`src/rtl/alu_bus_pkg.sv`:
```
// Shared types and constants for the multiplier bus host.
// DR_READBACK_EN adds the DR readback state and widens the response to 24 bits.
`timescale 1ns/1ps
package alu_bus_pkg;

  localparam int DATA_W = 8;
  localparam int INS_W  = 3;
  localparam int WAIT_W = 4;
  localparam int TO_W   = 8;

  // Datapath opcode encodings
  localparam logic [INS_W-1:0] INS_NOP = 3'b000;
  localparam logic [INS_W-1:0] INS_ADD = 3'b001;
  localparam logic [INS_W-1:0] INS_SUB = 3'b010;
  localparam logic [INS_W-1:0] INS_SHL = 3'b011;
  localparam logic [INS_W-1:0] INS_SHR = 3'b100;
  localparam logic [INS_W-1:0] INS_MUL = 3'b101;

  // Host sequencer state enumeration
  typedef logic [3:0] state_t;
  localparam state_t ST_IDLE   = 4'd0;
  localparam state_t ST_LD_DR  = 4'd1;
  localparam state_t ST_LD_MQ  = 4'd2;
  localparam state_t ST_LD_ACC = 4'd3;
  localparam state_t ST_EXEC   = 4'd4;
  localparam state_t ST_WAIT   = 4'd5;
  localparam state_t ST_RD_ACC = 4'd6;
  localparam state_t ST_RD_MQ  = 4'd7;
  localparam state_t ST_RESP   = 4'd8;
`ifdef DR_READBACK_EN
  localparam state_t ST_RD_DR  = 4'd9;
`endif

  function automatic int rsp_width();
`ifdef DR_READBACK_EN
    return 3 * DATA_W;
`else
    return 2 * DATA_W;
`endif
  endfunction

  localparam int RSP_W = rsp_width();

endpackage

```
`src/rtl/alu_bus_wait_timer.sv`:
```
// Post-issue delay and RDY timeout counters for the bus host.
`timescale 1ns/1ps
module alu_bus_wait_timer
  import alu_bus_pkg::*;
#(
  parameter int MIN_WAIT       = 2,
  parameter int TIMEOUT_CYCLES = 200
) (
  input  logic clock,
  input  logic reset_n,
  input  logic load,
  input  logic enable,
  output logic sample,
  output logic expire
);

  logic [WAIT_W-1:0] wait_cnt;
  logic [TO_W-1:0]   to_cnt;

  always_ff @(posedge clock) begin
    // NOTE: plain counters take reset too; only large storage arrays go unreset.
    if (!reset_n) begin
      wait_cnt <= '0;
      to_cnt   <= '0;
    end else if (load) begin
      wait_cnt <= WAIT_W'(MIN_WAIT - 1);
      to_cnt   <= TO_W'(TIMEOUT_CYCLES);
    end else if (enable) begin
      // The timeout budget only drains once the minimum wait has elapsed.
      if (wait_cnt != '0)
        wait_cnt <= wait_cnt - 1'b1;
      else if (to_cnt != '0)
        to_cnt <= to_cnt - 1'b1;
    end
  end

  assign sample = (wait_cnt == '0);
  assign expire = (to_cnt == TO_W'(1));

endmodule

```
`src/rtl/alu_bus_host.sv`:
```
// Bus sequencer: loads DR/MQ/Acc, issues INS, waits for RDY, reads results back.
// Define DR_READBACK_EN to also read DR back into rsp_data[7:0].
`timescale 1ns/1ps
module alu_bus_host
  import alu_bus_pkg::*;
#(
  parameter int MIN_WAIT       = 2,
  parameter int TIMEOUT_CYCLES = 200
) (
  input  logic               clock,
  input  logic               reset_n,
  input  logic               cmd_valid,
  output logic               cmd_ready,
  input  logic [INS_W-1:0]   cmd_ins,
  input  logic [DATA_W-1:0]  cmd_a,
  input  logic [DATA_W-1:0]  cmd_b,
  output logic               rsp_valid,
  input  logic               rsp_ready,
  output logic [RSP_W-1:0]   rsp_data,
  output logic               rsp_timeout,
  output logic [INS_W-1:0]   INS,
  output logic [DATA_W-1:0]  inBUS,
  output logic               LDAcc,
  output logic               LDMQ,
  output logic               LDDR,
  output logic               STAcc,
  output logic               STMQ,
  output logic               STDR,
  output logic               TESTMODE,
  input  logic [DATA_W-1:0]  outBUS,
  input  logic               RDY
);

  state_t              state;
  state_t              next_state;
  logic [INS_W-1:0]    ins_q;
  logic [DATA_W-1:0]   a_q;
  logic                sample;
  logic                expire;
  logic                accept;
  logic                timeout_hit;

  alu_bus_wait_timer #(
    .MIN_WAIT       (MIN_WAIT),
    .TIMEOUT_CYCLES (TIMEOUT_CYCLES)
  ) u_timer (
    .clock   (clock),
    .reset_n (reset_n),
    .load    (state == ST_EXEC),
    .enable  (state == ST_WAIT),
    .sample  (sample),
    .expire  (expire)
  );

  assign accept      = (state == ST_IDLE) && cmd_valid;
  assign timeout_hit = (state == ST_WAIT) && sample && !RDY && expire;
  assign TESTMODE    = 1'b0;

  always_comb begin
    // NOTE: default first so every path assigns next_state and no latch is inferred.
    next_state = state;
    case (state)
      ST_IDLE:   if (cmd_valid) next_state = ST_LD_DR;
      ST_LD_DR:  next_state = ST_LD_MQ;
      ST_LD_MQ:  next_state = ST_LD_ACC;
      ST_LD_ACC: next_state = ST_EXEC;
      ST_EXEC:   next_state = ST_WAIT;
      ST_WAIT: begin
        if (sample) begin
          if (RDY)
            next_state = ST_RD_ACC;
          else if (expire)
            next_state = ST_RESP;
        end
      end
      ST_RD_ACC: next_state = ST_RD_MQ;
`ifdef DR_READBACK_EN
      ST_RD_MQ:  next_state = ST_RD_DR;
      ST_RD_DR:  next_state = ST_RESP;
`else
      ST_RD_MQ:  next_state = ST_RESP;
`endif
      ST_RESP:   if (rsp_ready) next_state = ST_IDLE;
      default:   next_state = ST_IDLE;
    endcase
  end

  // Outputs are decoded from next_state so each strobe lines up with its state.
  always_ff @(posedge clock) begin
    // NOTE: <= everywhere here so all registers update from pre-edge values.
    if (!reset_n) begin
      state       <= ST_IDLE;
      ins_q       <= '0;
      a_q         <= '0;
      cmd_ready   <= 1'b0;
      rsp_valid   <= 1'b0;
      rsp_data    <= '0;
      rsp_timeout <= 1'b0;
      INS         <= '0;
      inBUS       <= '0;
      LDAcc       <= 1'b0;
      LDMQ        <= 1'b0;
      LDDR        <= 1'b0;
      STAcc       <= 1'b0;
      STMQ        <= 1'b0;
    end else begin
      state     <= next_state;
      cmd_ready <= (next_state == ST_IDLE);
      rsp_valid <= (next_state == ST_RESP);
      LDDR      <= (next_state == ST_LD_DR);
      LDMQ      <= (next_state == ST_LD_MQ);
      LDAcc     <= (next_state == ST_LD_ACC);
      STAcc     <= (next_state == ST_RD_ACC);
      STMQ      <= (next_state == ST_RD_MQ);
      INS       <= (next_state == ST_EXEC || next_state == ST_WAIT) ? ins_q : '0;

      // LD_DR is only ever entered from IDLE, so b comes straight off the command.
      if (next_state == ST_LD_DR)
        inBUS <= cmd_b;
      else if (next_state == ST_LD_MQ)
        inBUS <= a_q;
      else
        inBUS <= '0;

      if (accept) begin
        ins_q       <= cmd_ins;
        a_q         <= cmd_a;
        rsp_data    <= '0;
        rsp_timeout <= 1'b0;
      end

      if (state == ST_RD_ACC)
        rsp_data[RSP_W-1 -: DATA_W] <= outBUS;
      if (state == ST_RD_MQ)
        rsp_data[RSP_W-DATA_W-1 -: DATA_W] <= outBUS;
`ifdef DR_READBACK_EN
      if (state == ST_RD_DR)
        rsp_data[DATA_W-1:0] <= outBUS;
`endif

      if (timeout_hit) begin
        rsp_timeout <= 1'b1;
        rsp_data    <= '0;
      end
    end
  end

`ifdef DR_READBACK_EN
  always_ff @(posedge clock) begin
    if (!reset_n)
      STDR <= 1'b0;
    else
      STDR <= (next_state == ST_RD_DR);
  end
`else
  assign STDR = 1'b0;
`endif

endmodule

```
`config.mk`:
```
export PLATFORM = sky130hd
export DESIGN_NAME = alu_bus_host
export DESIGN_NICKNAME = d
export VERILOG_FILES = /design/src/rtl/alu_bus_pkg.sv /design/src/rtl/alu_bus_wait_timer.sv /design/src/rtl/alu_bus_host.sv
export SDC_FILE = /design/constraint.sdc
export NUM_CORES = 1
export LEC_CHECK = 0
export BUFFER_PORTS_ARGS = -buffer_cell sky130_fd_sc_hd__buf_2
export CORE_MARGIN = 8
export CORE_UTILIZATION = 35
export CTS_CLUSTER_DIAMETER = 120
export DETAILED_ROUTE_END_ITERATION = 7
export PLACE_DENSITY = 0.69
export SLEW_MARGIN = 25
export SYNTH_ARGS = -nofsm -noshare
export SYNTH_HDL_FRONTEND = slang
export SYNTH_SLANG_ARGS = --single-unit
```
`constraint.sdc`:
```
create_clock -name clock -period 2.7 [get_ports clock]
set_input_delay 0.135 -clock clock [delete_from_list [all_inputs] [get_ports clock]]
set_output_delay 0.135 -clock clock [all_outputs]
set_load 0.02 [all_outputs]
```
==> results of run 1 <==
-- logic make-up (layout without fill, tap and decap cells) --
| logic type | Yosys count | in the layout | synth area share [%] |
|---|---|---|---|
| simple gates | 120 | 120 | 25.6 |
| flops | 62 | 62 | 47.9 |
| compound gates | 53 | 53 | 16.6 |
| buf+inv | 20 | 93 | 3.62 |
| xor+xnor | 11 | 11 | 3.72 |
| fa+ha+maj | 5 | 5 | 2.41 |
| other cells | 1 | 2 | 0.145 |
-- final cells by class --
class | count | share of cell area (%)
clock buffers | 9 | 3.82
clock inverters | 7 | 3.05
inverters | 6 | 0.695
multi-input cells | 191 | 38.9
flip-flops and latches | 62 | 38.3
well taps | 99 | 3.82
repair buffers | 71 | 11.4
-- layer usage --
layer	vias to the layer above	wire, µm	GRT usage, %
li1	1080	-	-
met1	971	2530	13.9
met2	44	2870	19.2
met3	7	481	4.43
met4	0	96	6.09
met5	-	0	0
-- registers in the layout (all words and copies together), names as in the netlist, 3 cells and up --
register and count:
INS 3, a_q 8, inBUS 8, ins_q 3, rsp_data 16, state 4
u_timer.to_cnt 8, u_timer.wait_cnt 4
-- placed cells by master, fill, tap and decap left out, types with 3 or more instances in the layout --
cell	instances
nand3_1	20
nand2_1	47
buf_2	66
buf_4	4
a22o_1	8
ha_1	5
a21oi_1	17
xor2_1	7
and3_1	3
inv_1	6
a21boi_0	14
xnor2_1	4
nor3_1	8
dfxtp_1	62
clkinv_4	3
and2_1	5
nor2_1	13
clkbuf_8	9
nand2b_1	3
-- power groups by stage --
stage	logic [mW]	registers, mW	clock network (mW)
floorplan	0.129	1.00	0
global placement	0.211	0.991	0
detailed placement	0.212	0.992	0
CTS	0.214	0.971	0.919
global route	0.234	0.976	0.969
finish	0.211	0.971	0.893
-- cells in the mapped netlist, types with 2 or more instances --
| library cell | n | area, µm² |
|---|---|---|
| nor2b_1 | 2 | 12.5 |
| a21oi_1 | 17 | 85.1 |
| nor3_1 | 8 | 40.0 |
| o211a_1 | 2 | 20.0 |
| buf_1 | 2 | 7.51 |
| nor2_1 | 13 | 48.8 |
| inv_1 | 6 | 22.5 |
| nand2_1 | 47 | 176 |
| nand2b_1 | 3 | 18.8 |
| nand3_1 | 20 | 100 |
| dfxtp_1 | 62 | 1240 |
| xnor2_1 | 4 | 35.0 |
| and3b_1 | 2 | 17.5 |
| a21boi_0 | 14 | 105 |
| clkbuf_1 | 6 | 22.5 |
| and2_1 | 5 | 31.3 |
| nand3b_1 | 2 | 15.0 |
| buf_4 | 2 | 15.0 |
| xor2_1 | 7 | 61.3 |
| ha_1 | 5 | 62.6 |
| nor3b_1 | 2 | 15.0 |
| a211oi_1 | 2 | 15.0 |
| buf_2 | 3 | 15.0 |
| and3_1 | 3 | 18.8 |
| a22o_1 | 8 | 70.1 |
-- stage by stage --
| stage | utilization (%) | hold WS [ps] | worst slack [ps] |
|---|---|---|---|
| global placement | 41.7 | 357 | 560 |
| detailed placement | 41.7 | 359 | 509 |
| CTS | 44.9 | 0.269 | 498 |
| global route | 44.9 | 5.90 | 295 |
| finish | 44.9 | 15.9 | 510 |
| floorplan | - | 268 | 697 |
-- final timing paths --
kind / depth (start not counted) / slack, ps / to
worst max-delay path: 7 / 510 / inBUS[4]
worst min-delay path: 2 / 20 / inBUS[6]
worst max register to register: 7 / 510 / inBUS[4]
worst min register to register: 2 / 460 / rsp_data[13]
-- timing repair --
action / CTS / global route
hold endpoints to repair: 1 / 0
gates resized for setup: 0 / 0
hold buffers: 1 / 0
==> results.toml, run 1 <==
[run]
max_cap_viol_count = 0

[clocking]
clockBufferDepth = 2
h-tree-depth = 3
cts_setup_buffers = 0
cts.sinks = 62
path_clk_slew_ps = 70
clk_latency_ps = 330
cts_buffers = 9
cts-root-buf = "clkbuf_8"
cts_tree = "done"

[logic_synthesis]
ys_ff_latch = 62
synth-edff-count = 0
syn_inst = 272
netlist_area_um2 = 2590
synthDistinctLibCells = 50
async_flop_share_pct = 0
yosys_most_used_dff = "dfxtp_1"
ys_warn_count = 0
synth_area_per_cell_um2 = 9.53
ys_seq_area_share_pct = 47.9

[outcome]
status = "completed"

[final_layout]
stdcell_count = 445
final_area_um2 = 3240
syn2layout_area_growth_pct = 25.1
fin_nets = 378
drive_gt1_share_pct = 28.6
antenna_cells = 0
ff_latch_area_um2 = 1240
nFillCells = 714
multi_input_area_um2 = 1260

[critical_path]
worst_path_max_delay_cell = "nor4b_4"
path_cells = "inv_1 > ha_1 > nor3b_1 > and4_4 > o32a_4 > nor4b_4 > a22o_1"
crit_type = "flip-flop to flip-flop"
critPathLaunchType = "flip-flop"
path_buf_inv = 1
path_delay_family = "simple AND/OR/NAND/NOR gates"
r2r_start = "u_timer.wait_cnt[0]"
arrival_ps = 2470
worstPathRequired_ps = 2980
end_kind = "flip-flop"
crit_path_max_fanout = 9
critPathMaxStageDelay_ps = 510
startpoint = "u_timer.wait_cnt[0]"

[place]
io_buffer_count = 66
placed_area_um2 = 3010
dp_hpwl_mm = 4.41
routabilityCongestion = 0.804
post-place-cells = 428

[pwr]
switchingPower_mw = 0.519
p_clk_share_pct = 43.1
internal_power_mw = 1.56
powerDensity_nw_per_um2 = 640
switching_share_pct = 25.0
total_power_mw = 2.07
comb_power_share_pct = 10.2
ir_drop_mv = 0.251
seqPwrFrac_pct = 46.8
p_leak_nw = 1.34

[sta]
tightest_slew_ps = 740
hold_viol_final = 0
period_minus_slack_ps = 2190
fin_tns_setup_ps = 0
rsz0062_at_grt = "no"
finClkSkew_ps = 5.15
slew_viol_final = 0
slew_headroom_pct = 50.3
clock.fmax_mhz = 457
period_share_pct = 81.1
setup_viol_count_final = 0

[routing]
drc = 0
drt_iter0_drc = 77
num_vias = 2102
drtAntennaViolNets = 0
firstDrtPassIters = 4
totalWireLength_mm = 5.98
wire_per_inst_um = 13.4
via_per_inst = 4.72

[floorplanning]
fp.dieW_um = 102
coreArea_um2 = 7210
ios = 69
fp.dieH_um = 102
dieArea_um2 = 10400
rows = 31
start_util_pct = 35.9

[global_route]
grt_util_all_layers_pct = 12.1
gr-total-overflow = 0
antenna_found_initial = 0
grt_pass1_vias = 2094
grt_max_degree = 24
grt_pass1_wl_mm = 9.91

[min_path]
hold_class = "primary input to flip-flop"
min-delay-start = "cmd_b[6]"
Note: power is estimated with default switching activity, not from simulation.
==> run 2: changes to the inputs <==
--- a/config.mk
+++ b/config.mk
@@ -5,12 +5,13 @@
 export SDC_FILE = /design/constraint.sdc
 export NUM_CORES = 1
 export LEC_CHECK = 0
+export ABC_AREA = 1
 export BUFFER_PORTS_ARGS = -buffer_cell sky130_fd_sc_hd__buf_2
 export CORE_MARGIN = 8
 export CORE_UTILIZATION = 35
 export CTS_CLUSTER_DIAMETER = 120
 export DETAILED_ROUTE_END_ITERATION = 7
-export PLACE_DENSITY = 0.69
+export PLACE_DENSITY = 0.71
 export SLEW_MARGIN = 25
 export SYNTH_ARGS = -nofsm -noshare
 export SYNTH_HDL_FRONTEND = slang
==> constraint.sdc (replaced) <==
create_clock -name clock -period 1.9 [get_ports clock]
set_input_delay 0.095 -clock clock [delete_from_list [all_inputs] [get_ports clock]]
set_output_delay 0.095 -clock clock [all_outputs]
set_load 0.02 [all_outputs]
==> run 2 against run 1 <==
Non-clock buffer count grew 8. First-iteration DRC count grew 92%. Synthesized cell count grew 22%. Sequential share of layout area shrank 0.15 points. Power grew 33%. Fmax grew 39%. Clock-buffer cell count grew 1. Clock power grew 8.0%. Combinational power grew 88%. Global-route usage grew 0.47 points. Via count grew 14%.
==> results.toml, run 2 <==
[sta]
setup_viol_count_final = 0
period_share_pct = 82.8
period_minus_slack_ps = 1570
slew_viol_final = 0
finClkSkew_ps = 7.59
fin_tns_setup_ps = 0
rsz0062_at_grt = "no"
hold_viol_final = 0
clock.fmax_mhz = 636

[routing]
via_per_inst = 4.64
num_vias = 2387
wire_per_inst_um = 12.1
totalWireLength_mm = 6.21
drt_iter0_drc = 148
drtAntennaViolNets = 0
drc = 0
firstDrtPassIters = 4

[critical_path]
ff2ff_path_depth = 9
regToRegSetupSlack_ps = 330
worst_path_max_delay_cell = "dfxtp_1"
path_delay_family = "simple AND/OR/NAND/NOR gates"
worstPathRequired_ps = 2110
path_cells = "inv_1 > ha_1 > nand3_2 > nor2_1 > nand4_1 > nand3_1 > inv_1 > nand3_1 > nor2_1"
arrival_ps = 1790
crit_type = "flip-flop to flip-flop"
path_buf_inv = 2
end_kind = "flip-flop"
crit_path_max_fanout = 6
reg2reg_to = "INS[1]"
critPathLaunchType = "flip-flop"
r2r_start = "u_timer.wait_cnt[0]"
critPathMaxStageDelay_ps = 300

[logic_synthesis]
synth_area_per_cell_um2 = 7.83
synth_top_family_by_area = "simple AND/OR/NAND/NOR gates"
synth-edff-count = 0
yosys_most_used_dff = "dfxtp_1"
synth_xor_xnor_area_share_pct = 0.676
netlist.area_leader.share_pct = 47.9
synth.area.mux_share_pct = 0
async_flop_share_pct = 0
netlist_area_um2 = 2590
syn_inst = 331
yosysMostFrequentCell = "dfxtp_1"
synthAdderAreaFrac_pct = 2.41
synth_common_cells = "dfxtp_1 (62), nand2_1 (44), nand3_1 (43)"
synthDistinctLibCells = 31
ys_ff_latch = 62
synth_area_leaders = "dfxtp_1 (48%), nand3_1 (8.3%), a21oi_1 (6.8%), nand2_1 (6.4%), inv_1 (5.9%)"
synth_compound_area_share_pct = 12.6
synth-simple-area-share_pct = 26.4
ys_warn_count = 0
ys_seq_area_share_pct = 47.9
yosys.area.top_type = "dfxtp_1"

[place]
dp_hpwl_mm = 4.67
routabilityCongestion = 0.862
io_buffer_count = 66

[floorplanning]
rows = 31
fp.dieW_um = 102
ios = 69
fp.dieH_um = 102
start_util_pct = 35.9
coreArea_um2 = 7210
dieArea_um2 = 10400

[pwr]
powerDensity_nw_per_um2 = 849
p_leak_nw = 1.49
ir_drop_mv = 0.334
total_power_mw = 2.76

[final_layout]
drive_gt1_share_pct = 25.1
final_common_cell = "buf_2"
fin_nets = 447
largest_register = "rsp_data"
nFillCells = 750
antenna_cells = 0
syn2layout_area_growth_pct = 25.5
final_cell_mix = "buf_2 (66), dfxtp_1 (62), nand2_1 (44)"
largest_reg_flops = 16

[clocking]
clk_latency_ps = 330
cts_setup_buffers = 0
cts_buffers = 9
cts_tree = "done"
h-tree-depth = 3
clockBufferDepth = 2
cts.sinks = 62
path_clk_slew_ps = 70
ctsHoldBuffers = 8
cts-root-buf = "clkbuf_8"
cts_resized = 0

[global_route]
grt_pass1_vias = 2297
grt_util_all_layers_pct = 12.6
grt_max_degree = 26
gr-total-overflow = 0
grt_pass1_wl_mm = 10.4
antenna_found_initial = 0

[min_path]
hold_class = "primary input to flip-flop"
holdPathEnd = "rsp_data[15]"
hold_depth = 3
min-delay-start = "outBUS[7]"

[outcome]
status = "completed"

[run]
max_cap_viol_count = 0
run 2: cell types whose count changed in the layout (fill, tap and decap cells not counted), moves of 5 or more:
| cell | before | now |
|---|---|---|
| nor2_1 | 13 | 31 |
| nor3_1 | 8 | 3 |
| nor2_4 | 0 | 6 |
| a22o_1 | 8 | 0 |
| dlygate4sd3_1 | 1 | 8 |
| a21boi_0 | 14 | 0 |
| inv_1 | 6 | 41 |
| a21oi_1 | 17 | 35 |
| xor2_1 | 7 | 2 |
| o21ai_0 | 0 | 21 |
| and2_1 | 5 | 0 |
| nand3_1 | 20 | 43 |
run 2: cell families (layout without fill, tap and decap cells):
group	after synthesis	count (layout)
other	1	2
adder cells (fa/ha/maj)	5	5
AO/OA/AOI/OAI	63	63
flip-flops	62	62
XOR/XNOR	2	2
AND/OR/NAND/NOR	141	141
buffers and inverters	57	140
run 2: per-stage QoR:
stage	std cells	area (µm²)	utilization [%]	hold slack, ps	setup WS [ps]
floorplan	332	2600	-	208	506
detailed placement	490	3010	41.7	299	340
global placement	490	3010	41.7	301	390
CTS	514	3250	45.1	39.3	329
global route	514	3250	45.1	49.5	106
finish	514	3250	45.1	51.0	327
run 2: metal layers:
| metal | wire length, µm | global-route usage (%) | up-vias | part of all wire (%) |
|---|---|---|---|---|
| met2 | 2740 | 19.4 | 65 | 44 |
| met1 | 2920 | 15.6 | 1081 | 47 |
| met5 | 0 | 0 | - | 0 |
| li1 | - | - | 1231 | - |
| met4 | 135 | 6.43 | 0 | 2.2 |
| met3 | 408 | 3.41 | 10 | 6.6 |
run 2: worst max path at each step:
stage	startpoint	endpoint	slack, ps	cells after the start
2_1_floorplan	u_timer.wait_cnt[0]	rsp_data[6]	510	10
6_report	u_timer.wait_cnt[0]	INS[1]	330	9
4_1_cts	u_timer.wait_cnt[0]	INS[1]	330	9
3_5_place_dp	u_timer.wait_cnt[0]	INS[1]	340	9
3_3_place_gp	u_timer.wait_cnt[0]	INS[1]	390	9
5_1_grt	u_timer.wait_cnt[0]	INS[0]	110	11
run 2: cell type report:
type	instances	area, µm²	area share [%]
clock buffers	10	128	3.92
clock inverters	6	38.8	1.19
inverters	45	174	5.35
multi-input cells	213	1100	33.8
flip-flops and latches	62	1240	38.2
well taps	99	124	3.81
repair buffers	79	448	13.8
run 2: worst min-delay path, stage by stage:
cell and delay, ps:
buf_2 110, nand3_1 70, a21oi_1 60
run 2: where the power goes:
group | internal, mW | total [mW] | switching (mW)
logic | 0.135 | 0.396 | 0.261
clock network | 0.468 | 0.964 | 0.497
registers | 1.37 | 1.40 | 0.0295
==> run 3: changes to the inputs <==
==> constraint.sdc (replaced) <==
create_clock -name clock -period 1.4 [get_ports clock]
set_input_delay 0.07 -clock clock [delete_from_list [all_inputs] [get_ports clock]]
set_output_delay 0.07 -clock clock [all_outputs]
set_load 0.02 [all_outputs]
==> run 3 against run 2 <==
The run now ends with negative setup slack left. Power increased by 40%. Critical path depth unchanged. Die area unchanged. Clock power increased by 35%. Clock skew decreased by 1.7 ps. Register-to-register slack got worse by 330 ps. Design area increased by 10%. Clock-buffer cell count unchanged.
==> results.toml, run 3 (synthesized netlist as in run 2, its figures left out) <==
[outcome]
status = "complete, but fails checks"
violations = "negative setup slack"

[routing]
totalWireLength_mm = 7.01
drc = 0
drtAntennaViolNets = 0
drt_iter0_drc = 123
firstDrtPassIters = 4
num_vias = 2504
via_per_inst = 4.66
wire_per_inst_um = 13.1

[floorplanning]
fp.dieH_um = 102
ios = 69
fp.dieW_um = 102
rows = 31
coreArea_um2 = 7210
start_util_pct = 35.9
dieArea_um2 = 10400

[min_path]
holdPathEnd = "rsp_data[15]"
hold_depth = 3
hold_class = "primary input to flip-flop"
min-delay-start = "outBUS[7]"

[clocking]
cts_tree = "done"
cts.sinks = 62
cts-root-buf = "clkbuf_8"
clockBufferDepth = 2
h-tree-depth = 3
path_clk_slew_ps = 70
clk_latency_ps = 340
cts_buffers = 9

[global_route]
grt_util_all_layers_pct = 12.9
grt_pass1_wl_mm = 10.5
grt_pass1_vias = 2354
gr-total-overflow = 0
grt_max_degree = 25
antenna_found_initial = 0

[run]
max_cap_viol_count = 0

[critical_path]
crit_type = "flip-flop to flip-flop"
path_buf_inv = 1
ff2ff_path_depth = 9
critPathLaunchType = "flip-flop"
path_cells = "inv_2 > nor2_4 > nand2_4 > nor2_4 > nand2_4 > nor2_4 > nand2_1 > nand2_1 > a21oi_2"
end_kind = "flip-flop"
reg2reg_to = "u_timer.to_cnt[4]"
worstPathRequired_ps = 1630
arrival_ps = 1630
r2r_start = "state[2]"
worst_path_most_repeated_cell = "nor2_4"
regToRegSetupSlack_ps = -0.2
path_delay_family = "simple AND/OR/NAND/NOR gates"
worst_path_max_delay_cell = "dfxtp_2"
critPathMaxStageDelay_ps = 370
crit_path_max_fanout = 4

[sta]
period_share_pct = 100
period_minus_slack_ps = 1400
hold_viol_final = 0
clock.fmax_mhz = 714
slew_viol_final = 0
rsz0062_at_grt = "yes"
setup_viol_count_final = 1
finClkSkew_ps = 5.85
fin_ws_ps = -0.161

[pwr]
powerDensity_nw_per_um2 = 1080
p_leak_nw = 1.65
ir_drop_mv = 0.438
total_power_mw = 3.86

[final_layout]
final_cell_mix = "buf_2 (66), dfxtp_1 (56), nand2_1 (39), nand3_1 (39), inv_1 (36)"
nFillCells = 705
ff_latch_area_um2 = 1250
syn2layout_area_growth_pct = 38.3
final_util_pct = 49.7
final_common_cell = "buf_2"
largest_reg_flops = 16
largest_register = "rsp_data"
fin_nets = 471
antenna_cells = 0
multi_input_area_um2 = 1260
final_area_um2 = 3580
drive_gt1_share_pct = 36.1

[place]
placed_area_um2 = 3130
routabilityCongestion = 0.829
dp_hpwl_mm = 4.84
io_buffer_count = 66
dpl_worst_slack_ps = -62.1
## run 3: what timing repair did
item                                    in CTS  in global routing
pin swaps                                    2                 11
endpoints found under the setup margin      26                 41
hold endpoints to repair                     8                  0
hold buffers                                 8                  0
buffers inserted                             0                  7
gates resized for setup                      8                 38
cloned                                       1                  0
## run 3: worst max path at each step
| stage | start | endpoint | cells past startpoint |
|---|---|---|---|
| after CTS | u_timer.to_cnt[1] | cmd_ready | 9 |
| after detailed placement | u_timer.wait_cnt[1] | INS[2] | 11 |
| final | state[2] | u_timer.to_cnt[4] | 9 |
| after global placement | u_timer.wait_cnt[1] | INS[0] | 9 |
| after global routing | state[2] | u_timer.to_cnt[4] | 9 |
| after floorplan | u_timer.wait_cnt[0] | rsp_data[6] | 10 |
## run 3: metrics by stage
step / setup TNS [ps] / cells / hold slack (ps)
after floorplan: 0 / 332 / 183
after global placement: -22.5 / 506 / 274
after detailed placement: -908 / 506 / 275
after CTS: 0 / 530 / 3.46
after global routing: -1120 / 537 / 3.79
final: -0.161 / 537 / 8.69
## run 3: metal layers
metal  track usage (%)  routed length (µm)  up-vias  part of all wire, %
met3              4.56                 529       11                  7.5
met1              15.2                3100     1139                   44
met2              19.8                3220       79                   46
met4              7.34                 151        0                  2.2
li1                  -                   -     1275                    -
met5                 0                   0        -                    0
## run 3: report_power, final
group          internal (mW)  switching (mW)  total [mW]
Clock                  0.619           0.681        1.30
Combinational          0.246           0.410       0.656
Sequential              1.87          0.0396        1.91
Total                   2.73            1.13        3.86
## run 3: area by class of cell
class / instances / share of cell area [%]
Multi-Input combinational cell: 214 / 35.0
Sequential cell: 62 / 34.8
Timing Repair Buffer: 102 / 17.4
Inverter: 45 / 4.92
Clock buffer: 10 / 3.56
Tap cell: 99 / 3.46
Clock inverter: 5 / 0.768
## run 3: tightest hold or removal path, stage by stage
cell     delay (ps)
buf_2           110
nand3_1          70
a21oi_1          60
